`src/rtl/secded_pkg.sv`:
```
// -----------------------------------------------------------------------------
// secded_pkg
// Shared definitions for the pipelined SECDED corrector: check-bit count
// derivation, data-index to codeword-position mapping, the error class enum
// and a reference encoder producing Hamming + overall parity check bits.
//
// Code layout: codeword positions 1..DATA_W+R, Hamming bit i at position 2^i,
// data bits fill the remaining positions in ascending order (data[0] at 3),
// overall parity makes the XOR of every codeword bit even.
// -----------------------------------------------------------------------------
package secded_pkg;

    localparam int MAX_DATA_W = 64;
    localparam int MAX_R      = 7;

    typedef enum logic [1:0] {
        ERR_NONE   = 2'd0,
        ERR_CORR   = 2'd1,
        ERR_UNCORR = 2'd2
    } err_e;

    // Smallest r with 2^r >= dw + r + 1 (descending scan keeps the smallest).
    function automatic int calc_r(input int dw);
        int r_v;
        r_v = MAX_R;
        for (int i = MAX_R; i >= 1; i--) begin
            if ((32'd1 << i) >= (dw + i + 1)) begin
                r_v = i;
            end
        end
        return r_v;
    endfunction

    // Codeword position of data bit k: the k-th non-power-of-two position.
    function automatic int data_pos(input int k);
        int pos_v;
        int cnt_v;
        pos_v = 0;
        cnt_v = 0;
        for (int p = 1; p <= MAX_DATA_W + MAX_R; p++) begin
            if ((p & (p - 1)) != 0) begin
                if (cnt_v == k) begin
                    pos_v = p;
                end
                cnt_v++;
            end
        end
        return pos_v;
    endfunction

    // Reference encoder: bits [r-1:0] Hamming, bit [r] overall parity,
    // bits above r are zero. Only data[dw-1:0] participate.
    function automatic logic [MAX_R:0] enc(input logic [MAX_DATA_W-1:0] data,
                                           input int                    dw);
        logic [MAX_R:0] chk_v;
        logic           par_v;
        int             r_v;
        int             pos_v;
        chk_v = '0;
        par_v = 1'b0;
        r_v   = calc_r(dw);
        for (int k = 0; k < MAX_DATA_W; k++) begin
            if ((k < dw) && data[k]) begin
                pos_v = data_pos(k);
                par_v = ~par_v;
                for (int i = 0; i < MAX_R; i++) begin
                    if ((i < r_v) && pos_v[i]) begin
                        chk_v[i] = ~chk_v[i];
                    end
                end
            end
        end
        chk_v[r_v] = par_v ^ (^chk_v);
        return chk_v;
    endfunction

endpackage

```
`src/rtl/secded_syndrome.sv`:
```
// -----------------------------------------------------------------------------
// secded_syndrome
// Combinational extended-Hamming decode of one received word.
//   data_i : received data bits
//   chk_i  : received check bits, [R-1:0] Hamming, [R] overall parity
//   syn_o  : XOR of the position indices of all set codeword bits
//   par_o  : XOR of every received bit (1 = odd number of flips)
// -----------------------------------------------------------------------------
module secded_syndrome
    import secded_pkg::*;
#(
    parameter int DATA_W = 32,
    parameter int R      = calc_r(DATA_W)
) (
    input  logic [DATA_W-1:0] data_i,
    input  logic [R:0]        chk_i,
    output logic [R-1:0]      syn_o,
    output logic              par_o
);

    logic [R-1:0] contrib_s [DATA_W];

    // Each set data bit contributes its (constant) codeword position.
    for (genvar k = 0; k < DATA_W; k++) begin : g_pos
        localparam logic [R-1:0] POS_V = R'(data_pos(k));
        assign contrib_s[k] = data_i[k] ? POS_V : '0;
    end

    // Fold data contributions onto the Hamming bits, which sit at 2^i.
    always_comb begin
        syn_o = chk_i[R-1:0];
        for (int k = 0; k < DATA_W; k++) begin
            syn_o = syn_o ^ contrib_s[k];
        end
    end

    assign par_o = (^data_i) ^ (^chk_i);

endmodule

```
`src/rtl/secded_pipe_corrector.sv`:
```
// -----------------------------------------------------------------------------
// secded_pipe_corrector
// Two-stage SECDED corrector on a valid/ready stream with error statistics.
//   clk, rst           : clock, synchronous active-high reset
//   in_valid/in_ready  : input handshake; in_data + in_chk (R+1 bits)
//   correct_en         : 1 = flip located data bit, 0 = detect only
//   out_valid/out_ready: output handshake; out_data, out_err, out_syn
//   cnt_clr            : clears counters and first-failure capture
//   cnt_corr/uncorr    : saturating counts of accepted err=1 / err=2 words
//   first_fail/syn     : sticky capture of the first uncorrectable word
// Stage 1 holds data, syndrome, parity and correct_en; stage 2 holds the
// corrected word and its class. The whole pipe moves when stage 2 is empty or
// being drained, so in_ready depends combinationally on out_ready.
// -----------------------------------------------------------------------------
module secded_pipe_corrector
    import secded_pkg::*;
#(
    parameter int DATA_W = 32,
    parameter int R      = calc_r(DATA_W),
    parameter int CNT_W  = 16
) (
    input  logic              clk,
    input  logic              rst,
    input  logic              in_valid,
    output logic              in_ready,
    input  logic [DATA_W-1:0] in_data,
    input  logic [R:0]        in_chk,
    input  logic              correct_en,
    output logic              out_valid,
    input  logic              out_ready,
    output logic [DATA_W-1:0] out_data,
    output logic [1:0]        out_err,
    output logic [R-1:0]      out_syn,
    input  logic              cnt_clr,
    output logic [CNT_W-1:0]  cnt_corr,
    output logic [CNT_W-1:0]  cnt_uncorr,
    output logic              first_fail,
    output logic [R-1:0]      first_syn
);

    localparam logic [R-1:0]     LAST_POS = R'(DATA_W + R);
    localparam logic [CNT_W-1:0] CNT_MAX  = {CNT_W{1'b1}};

    // Handshake
    logic advance_s;
    logic out_fire_s;

    // Syndrome of the incoming word
    logic [R-1:0] in_syn_s;
    logic         in_par_s;

    // Stage 1
    logic              s1_valid_q, s1_valid_d;
    logic [DATA_W-1:0] s1_data_q,  s1_data_d;
    logic [R-1:0]      s1_syn_q,   s1_syn_d;
    logic              s1_par_q,   s1_par_d;
    logic              s1_ce_q,    s1_ce_d;

    // Classification of stage 1 contents
    logic [DATA_W-1:0] flip_mask_s;
    logic [DATA_W-1:0] corr_data_s;
    err_e              cls_err_s;

    // Stage 2
    logic              out_valid_q, out_valid_d;
    logic [DATA_W-1:0] out_data_q,  out_data_d;
    err_e              out_err_q,   out_err_d;
    logic [R-1:0]      out_syn_q,   out_syn_d;

    // Statistics
    logic [CNT_W-1:0]  cnt_corr_q,   cnt_corr_d;
    logic [CNT_W-1:0]  cnt_uncorr_q, cnt_uncorr_d;
    logic              first_fail_q, first_fail_d;
    logic [R-1:0]      first_syn_q,  first_syn_d;

    assign advance_s  = ~out_valid_q | out_ready;
    assign out_fire_s = out_valid_q & out_ready;

    secded_syndrome #(
        .DATA_W (DATA_W),
        .R      (R)
    ) u_syndrome (
        .data_i (in_data),
        .chk_i  (in_chk),
        .syn_o  (in_syn_s),
        .par_o  (in_par_s)
    );

    // One-hot data bit located by the syndrome; never matches a check position.
    for (genvar k = 0; k < DATA_W; k++) begin : g_flip
        localparam logic [R-1:0] POS_V = R'(data_pos(k));
        assign flip_mask_s[k] = (s1_syn_q == POS_V);
    end

    // Stage 1 next state: capture a new word or a bubble when the pipe moves.
    always_comb begin
        s1_valid_d = s1_valid_q;
        s1_data_d  = s1_data_q;
        s1_syn_d   = s1_syn_q;
        s1_par_d   = s1_par_q;
        s1_ce_d    = s1_ce_q;
        if (advance_s) begin
            s1_valid_d = in_valid;
            if (in_valid) begin
                s1_data_d = in_data;
                s1_syn_d  = in_syn_s;
                s1_par_d  = in_par_s;
                s1_ce_d   = correct_en;
            end else begin
                s1_data_d = s1_data_q;
            end
        end else begin
            s1_valid_d = s1_valid_q;
        end
    end

    // Classify the stage 1 word and build its corrected data.
    always_comb begin
        cls_err_s   = ERR_NONE;
        corr_data_s = s1_data_q;
        if (s1_par_q) begin
            if (s1_syn_q == '0) begin
                // Only the overall parity bit flipped.
                cls_err_s = ERR_CORR;
            end else if (s1_syn_q <= LAST_POS) begin
                cls_err_s = ERR_CORR;
                if (s1_ce_q) begin
                    corr_data_s = s1_data_q ^ flip_mask_s;
                end else begin
                    corr_data_s = s1_data_q;
                end
            end else begin
                // Odd flip count pointing outside the codeword.
                cls_err_s = ERR_UNCORR;
            end
        end else if (s1_syn_q != '0) begin
            cls_err_s = ERR_UNCORR;
        end else begin
            cls_err_s = ERR_NONE;
        end
    end

    // Stage 2 next state: outputs only change when the pipe moves.
    always_comb begin
        out_valid_d = out_valid_q;
        out_data_d  = out_data_q;
        out_err_d   = out_err_q;
        out_syn_d   = out_syn_q;
        if (advance_s) begin
            out_valid_d = s1_valid_q;
            if (s1_valid_q) begin
                out_data_d = corr_data_s;
                out_err_d  = cls_err_s;
                out_syn_d  = s1_syn_q;
            end else begin
                out_data_d = out_data_q;
            end
        end else begin
            out_valid_d = out_valid_q;
        end
    end

    // Saturating counters; a clear beats a same-cycle increment.
    always_comb begin
        cnt_corr_d   = cnt_corr_q;
        cnt_uncorr_d = cnt_uncorr_q;
        if (cnt_clr) begin
            cnt_corr_d   = '0;
            cnt_uncorr_d = '0;
        end else if (out_fire_s) begin
            case (out_err_q)
                ERR_CORR: begin
                    if (cnt_corr_q != CNT_MAX) begin
                        cnt_corr_d = cnt_corr_q + {{(CNT_W-1){1'b0}}, 1'b1};
                    end else begin
                        cnt_corr_d = cnt_corr_q;
                    end
                end
                ERR_UNCORR: begin
                    if (cnt_uncorr_q != CNT_MAX) begin
                        cnt_uncorr_d = cnt_uncorr_q + {{(CNT_W-1){1'b0}}, 1'b1};
                    end else begin
                        cnt_uncorr_d = cnt_uncorr_q;
                    end
                end
                default: begin
                    cnt_corr_d   = cnt_corr_q;
                    cnt_uncorr_d = cnt_uncorr_q;
                end
            endcase
        end else begin
            cnt_corr_d = cnt_corr_q;
        end
    end

    // Sticky first-failure capture; a clear beats a same-cycle set.
    always_comb begin
        first_fail_d = first_fail_q;
        first_syn_d  = first_syn_q;
        if (cnt_clr) begin
            first_fail_d = 1'b0;
            first_syn_d  = '0;
        end else if (out_fire_s && (out_err_q == ERR_UNCORR) && !first_fail_q) begin
            first_fail_d = 1'b1;
            first_syn_d  = out_syn_q;
        end else begin
            first_fail_d = first_fail_q;
        end
    end

    // State registers with synchronous reset.
    always_ff @(posedge clk) begin
        if (rst) begin
            s1_valid_q   <= 1'b0;
            s1_data_q    <= '0;
            s1_syn_q     <= '0;
            s1_par_q     <= 1'b0;
            s1_ce_q      <= 1'b0;
            out_valid_q  <= 1'b0;
            out_data_q   <= '0;
            out_err_q    <= ERR_NONE;
            out_syn_q    <= '0;
            cnt_corr_q   <= '0;
            cnt_uncorr_q <= '0;
            first_fail_q <= 1'b0;
            first_syn_q  <= '0;
        end else begin
            s1_valid_q   <= s1_valid_d;
            s1_data_q    <= s1_data_d;
            s1_syn_q     <= s1_syn_d;
            s1_par_q     <= s1_par_d;
            s1_ce_q      <= s1_ce_d;
            out_valid_q  <= out_valid_d;
            out_data_q   <= out_data_d;
            out_err_q    <= out_err_d;
            out_syn_q    <= out_syn_d;
            cnt_corr_q   <= cnt_corr_d;
            cnt_uncorr_q <= cnt_uncorr_d;
            first_fail_q <= first_fail_d;
            first_syn_q  <= first_syn_d;
        end
    end

    assign in_ready   = advance_s;
    assign out_valid  = out_valid_q;
    assign out_data   = out_data_q;
    assign out_err    = out_err_q;
    assign out_syn    = out_syn_q;
    assign cnt_corr   = cnt_corr_q;
    assign cnt_uncorr = cnt_uncorr_q;
    assign first_fail = first_fail_q;
    assign first_syn  = first_syn_q;

endmodule

```
`config.mk`:
```
export PLATFORM = sky130hd
export DESIGN_NAME = secded_pipe_corrector
export DESIGN_NICKNAME = d
export VERILOG_FILES = /design/src/rtl/secded_pkg.sv /design/src/rtl/secded_syndrome.sv /design/src/rtl/secded_pipe_corrector.sv
export SDC_FILE = /design/constraint.sdc
export NUM_CORES = 1
export LEC_CHECK = 0
export ABC_AREA = 1
export BUFFER_PORTS_ARGS = -buffer_cell sky130_fd_sc_hd__buf_2
export CAP_MARGIN = 20
export CORE_ASPECT_RATIO = 1.1
export CORE_MARGIN = 3
export CORE_UTILIZATION = 30
export DETAILED_ROUTE_END_ITERATION = 8
export MAX_ROUTING_LAYER = met4
export PLACE_DENSITY = 0.59
export SYNTH_ARGS = -nofsm -noshare
export SYNTH_HDL_FRONTEND = slang
export SYNTH_HIERARCHICAL = 1
export SYNTH_SLANG_ARGS = --single-unit
```
`constraint.sdc`:
```
create_clock -name clk -period 2.6 [get_ports clk]
set_input_delay 0.52 -clock clk [delete_from_list [all_inputs] [get_ports clk]]
set_output_delay 0.52 -clock clk [all_outputs]
set_load 0.1 [all_outputs]
```
; Word level (Yosys, flattened, before mapping)
; Cells that the tools add are included.
[word_totals]
ff_bits = 121
latchBits = 0
ram_bits = 0
mem_bits_ro = 0
input_bits = 45
out_inout_bits = 81
elab_cells = 141
memories = 0
[classes]
add_sub_neg = 2
multipliers = 0
div_mod_pow = 0
order_cmp = 1
n_eq_ne = 36
shifts = 0
n_mux = 40
bitwise_logic = 37
n_reduce_logical = 12
[op_table]
columns = op, count
row1 = $xor A6 B6 Y6, 32
row2 = $mux W32, 4
row3 = $eq A6 B5 Y1 const B, 15
row4 = $mux W5, 15
row5 = $eq A6 B4 Y1 const B, 7
row6 = $eq A6 B6 Y1 const B, 6
row7 = $mux W6, 6
row8 = $add A16 B1 Y16 const B, 2
row9 = $ne A16 B16 Y1 const B, 2
row10 = $reduce_xor A32 Y1, 1
row11 = $xor A32 B32 Y32, 1
row12 = $mux W4, 7
row13 = $eq A6 B3 Y1 const B, 3
row14 = $mux W2, 5
row15 = $mux W3, 3
row16 = $reduce_xor A7 Y1, 1
row17 = $eq A6 B2 Y1 const B, 1
row18 = $le A6 B6 Y1 const B, 1
row19 = $logic_not A6 Y1, 1
row20 = $reduce_and A3 Y1, 2
row21 = $reduce_bool A6 Y1, 1
row22 = $reduce_and A2 Y1, 2
row23 = $eq A2 B1 Y1 const B, 1
row24 = $eq A2 B2 Y1 const B, 1
row25 = 7 further kinds, 8

; Longest topological paths before layout
[logic_depth]
depth_word = 33
depth_mapped = 16
depth_no_buf = 15

; Hierarchy
; The synthesis kept the hierarchy.
[modules_own_cells]
columns = module, n_inst, cells_per_inst, area_each_um2, seq_area_each_um2
row1 = secded_pipe_corrector, 1, 836, 5683.0, 2422.3
row2 = secded_syndrome, 1, 326, 1580.3, 0.0

; Worst setup path before layout
; No wires, ideal clock.
[synth_path]
kind = register to register
from = register cnt_corr_q[0], in the netlist cnt_corr[0]
to = register cnt_corr_q[2], in the netlist cnt_corr[2]
setup_time_ns = 0.119
arrival_time_ns = 2.186
required_time_ns = 2.481
path_slack_ns = 0.295
path_stages_with_launch = 10
n_path_buf = 1
synth_period_minus_slack_ns = 2.305
cell_sequence = dfxtp_1 -> ha_1 -> nand2_1 -> nor2_4 -> nand2_4 -> nor2_2 -> nor2_2 -> buf_6 -> a21oi_1 -> nor2_1
[synth_via]
elab_chain_cells = 2
word_cells_on_any_way = 3
cone_classes = add/sub (1) / eq/ne (1) / reduce/logical (1)
[synth_rtl]
columns = item, line_no
row1 = start: declaration, secded_pipe_corrector.sv:71  ; logic [CNT_W-1:0] cnt_corr_q, cnt_corr_d;
row2 = start signal: assignment, secded_pipe_corrector.sv:237  ; cnt_corr_q <= cnt_corr_d;
row3 = branches (longest 2 deep; another with $add A16 B1 Y16), --
; Parallel ways; which one is timed is not known.
; A chain may end at the register's enable or synchronous reset.

; Worst setup path after layout
[layout_path]
from = register out_valid_q, in the netlist out_valid
to = register out_data_q[28], in the netlist out_data[28]
[layout_via]
elab_chain_cells = 3
[layout_rtl]
columns = item, line_no
row1 = start: declaration, secded_pipe_corrector.sv:65  ; logic out_valid_q, out_valid_d;
row2 = start signal: assignment, secded_pipe_corrector.sv:233  ; out_valid_q <= out_valid_d;
row3 = $not A1 Y1, secded_pipe_corrector.sv:76  ; assign advance_s = ~out_valid_q | out_ready;
row4 = $or A1 B1 Y1, secded_pipe_corrector.sv:76
row5 = $reduce_and A2 Y1 (no line), --
row6 = end signal: assignment, secded_pipe_corrector.sv:234  ; out_data_q <= out_data_d;
row7 = end: declaration, secded_pipe_corrector.sv:66  ; logic [DATA_W-1:0] out_data_q, out_data_d;
; No other way between the ends.

==> metrics <==
largest cells by area after synthesis dfxtp_1 33%, nand2_1 17%, nor2_1 9.5%; num rows 59; CTS tree yes; crit path launch type flip-flop; Final Hold Fails 0; Post-Syn Area 7260 um^2; flops & latches, synth 121; DRT Pass-1 Iters 5; cell area after layout 8650 um^2; # Post-CTS Setup Buffers 0; worst-skew pair later-pin latency 420 ps; layout filler cell count 2,655; initial antenna violation count 0; via count 7,376; placed cell area 8100 um^2; P per Cell Area 639 nW/um^2; initial core utilization 0.306; asr flop ratio synth 0; Die Wd 154 um; PostCTS Resize Cnt 0; ANT cells 0; RSZ-0062 raised after global routing false; initial DRC count 474; port buffer count 125; Core Box Area 23,800 um^2; register area share after synthesis 0.334; clk root buf clkbuf_16; met2 usage 0.266; top cell type by total area after synthesis dfxtp_1; HPWL Detailed 16,400 um; CP Class flip-flop to flip-flop; post-synth top area share 0.334; H-tree Lvls 4; max_cap viols 0; VDD IR-drop max 0.000509 V; slowest CP cell inv_2; Crit Path Max Fanout 64; total gr overflow 0; hold slack 410 ps; GR peak layer met2; met1 usage 0.209; P&R area growth vs syn 19.1%; GPL Wtd Cong 0.887; Max Clock Skew 16.8 ps; Bufs on Longest Clock Path 2; Vias/cell 4.63; layout cell share with drive strength beyond 1 0.149; Syn Nets 1,209; Bufs and invs on worst path 4; # DRC 0; status finished, final reports clean; TritonCTS Buffers 17; clock slew at reported path FFs 60 ps; Worst Reg-to-Reg Cells 8; number of hold buffers added after cts 0; max_slew headroom 0.339; most frequent cells in the layout 323 x nand2_1, 184 x nor2_1, 136 x inv_1, 125 x buf_2, 121 x dfxtp_1; clock tree sinks 121; worst path required time 2920 ps; Avg WL per Cell 13.3 um; hold-critical path depth 3; worst path arrival time 2310 ps; Worst path depth 8; Fin Setup TNS 0 ps; Die ar. 26,100 um^2; first-pass GRT wire length 33,800 um; Tot GR Track Use 0.165; Post-synth EDFFs 0; DRT antenna net count 0; Tcrit/Tclk final 0.768; crit-path cells inv_1 -> nor2_1 -> inv_2 -> nand2_4 -> inv_2 -> nand3_1 -> nand2_1 -> inv_1; die height 169 um; number of max-slew violations in the final report 0; Slew @ Worst Pin 989 ps; vias in the first global route 6,660; Syn Area/Cell 6.25 um^2; Finish-stage setup viols 0; Final min period 2000 ps; distinct cell type count after synthesis 32; Cells after Synth 1,162; largest net degree at the start of global routing 65; Max Freq 501 MHz; final core area utilization 0.364; Yosys Warn Count 6; Critical Path Sink Type flip-flop; boundary pin count 126; delay-heaviest family, CP buffers and inverters; CP max stage delay 760 ps; final WL 21,200 um; P_leak 4.25 nW; top_reg_cell synth dfxtp_1; final net count 1,322; met3 usage 0.0286; commonest non-fill, non-tap cell in the layout nand2_1; Hold WC Path Type primary input to flip-flop
==> where the power goes <==
part	switching (mW)	total [mW]	internal (mW)
sequential	0.0761	2.03	1.96
combinational	0.954	1.29	0.340
clock	0.936	2.20	1.26
==> final timing paths <==
kind | start | endpoint | slack [ps]
setup / recovery | out_valid | out_data[28] | 600
hold / removal | correct_en | s1_ce_q | 410
setup reg to reg | out_valid | out_data[28] | 600
hold reg to reg | s1_data_q[13] | s1_data_q[13] | 470
==> Yosys cell counts, types with 3 or more instances <==
cell type and n:
buf_6 7, dfxtp_1 121, inv_2 3, nand3_1 72, inv_1 136, nand2_1 323
or2_2 4, nand4_1 12, nand2_2 7, o21ai_0 88, nand2_4 3, buf_2 12
buf_4 4, nor2_1 184, clkbuf_1 15, nor2_2 3, a21oi_1 72, nor3_1 3
or2_1 3, xnor2_1 29, xor2_1 45
==> kinds of logic after synthesis <==
family	synth area share
DFF	0.334
and+or+nand+nor	0.352
adders and majority gates	0.00344
buffers and inverters	0.103
AOI/OAI and AO/OA	0.119
xor gates and xnor gates	0.0892
==> worst min-delay path, stage by stage <==
cell     delay (ps)
buf_2           110
o21ai_0          90
nor2_1           80
==> metrics by stage <==
step / power [mW] / cells / worst slack (ps)
floorplan: 3.06 / 1162 / 295
global placement: 3.36 / 1561 / 290
detailed placement: 3.37 / 1561 / 306
CTS: 5.58 / 1593 / 569
global route: 5.81 / 1593 / 356
finish: 5.53 / 1593 / 604
==> metal layers <==
layer,vias to the layer above,part of all wire
met5,-,0
met4,0,0.018
met3,22,0.055
met2,191,0.47
met1,3310,0.46
li1,3853,-
==> final cells by class <==
type / count / area (um^2) / area share
inverter: 139 / 522 / 0.0603
sequential: 121 / 2420 / 0.280
clock inverter: 14 / 113 / 0.0130
tap: 305 / 382 / 0.0441
timing repair buffer: 132 / 678 / 0.0784
clock buffer: 18 / 439 / 0.0508
multi-input combinational: 864 / 4090 / 0.473
==> flip-flops by register name (all words and copies together) (netlist names), 2 cells and up <==
| name | flops |
|---|---|
| s1_data_q | 32 |
| s1_syn_q | 6 |
| out_data | 32 |
| first_syn | 6 |
| out_err | 2 |
| out_syn | 6 |
| cnt_corr | 16 |
| cnt_uncorr | 16 |
No activity file was read; power rests on OpenSTA's default activity.
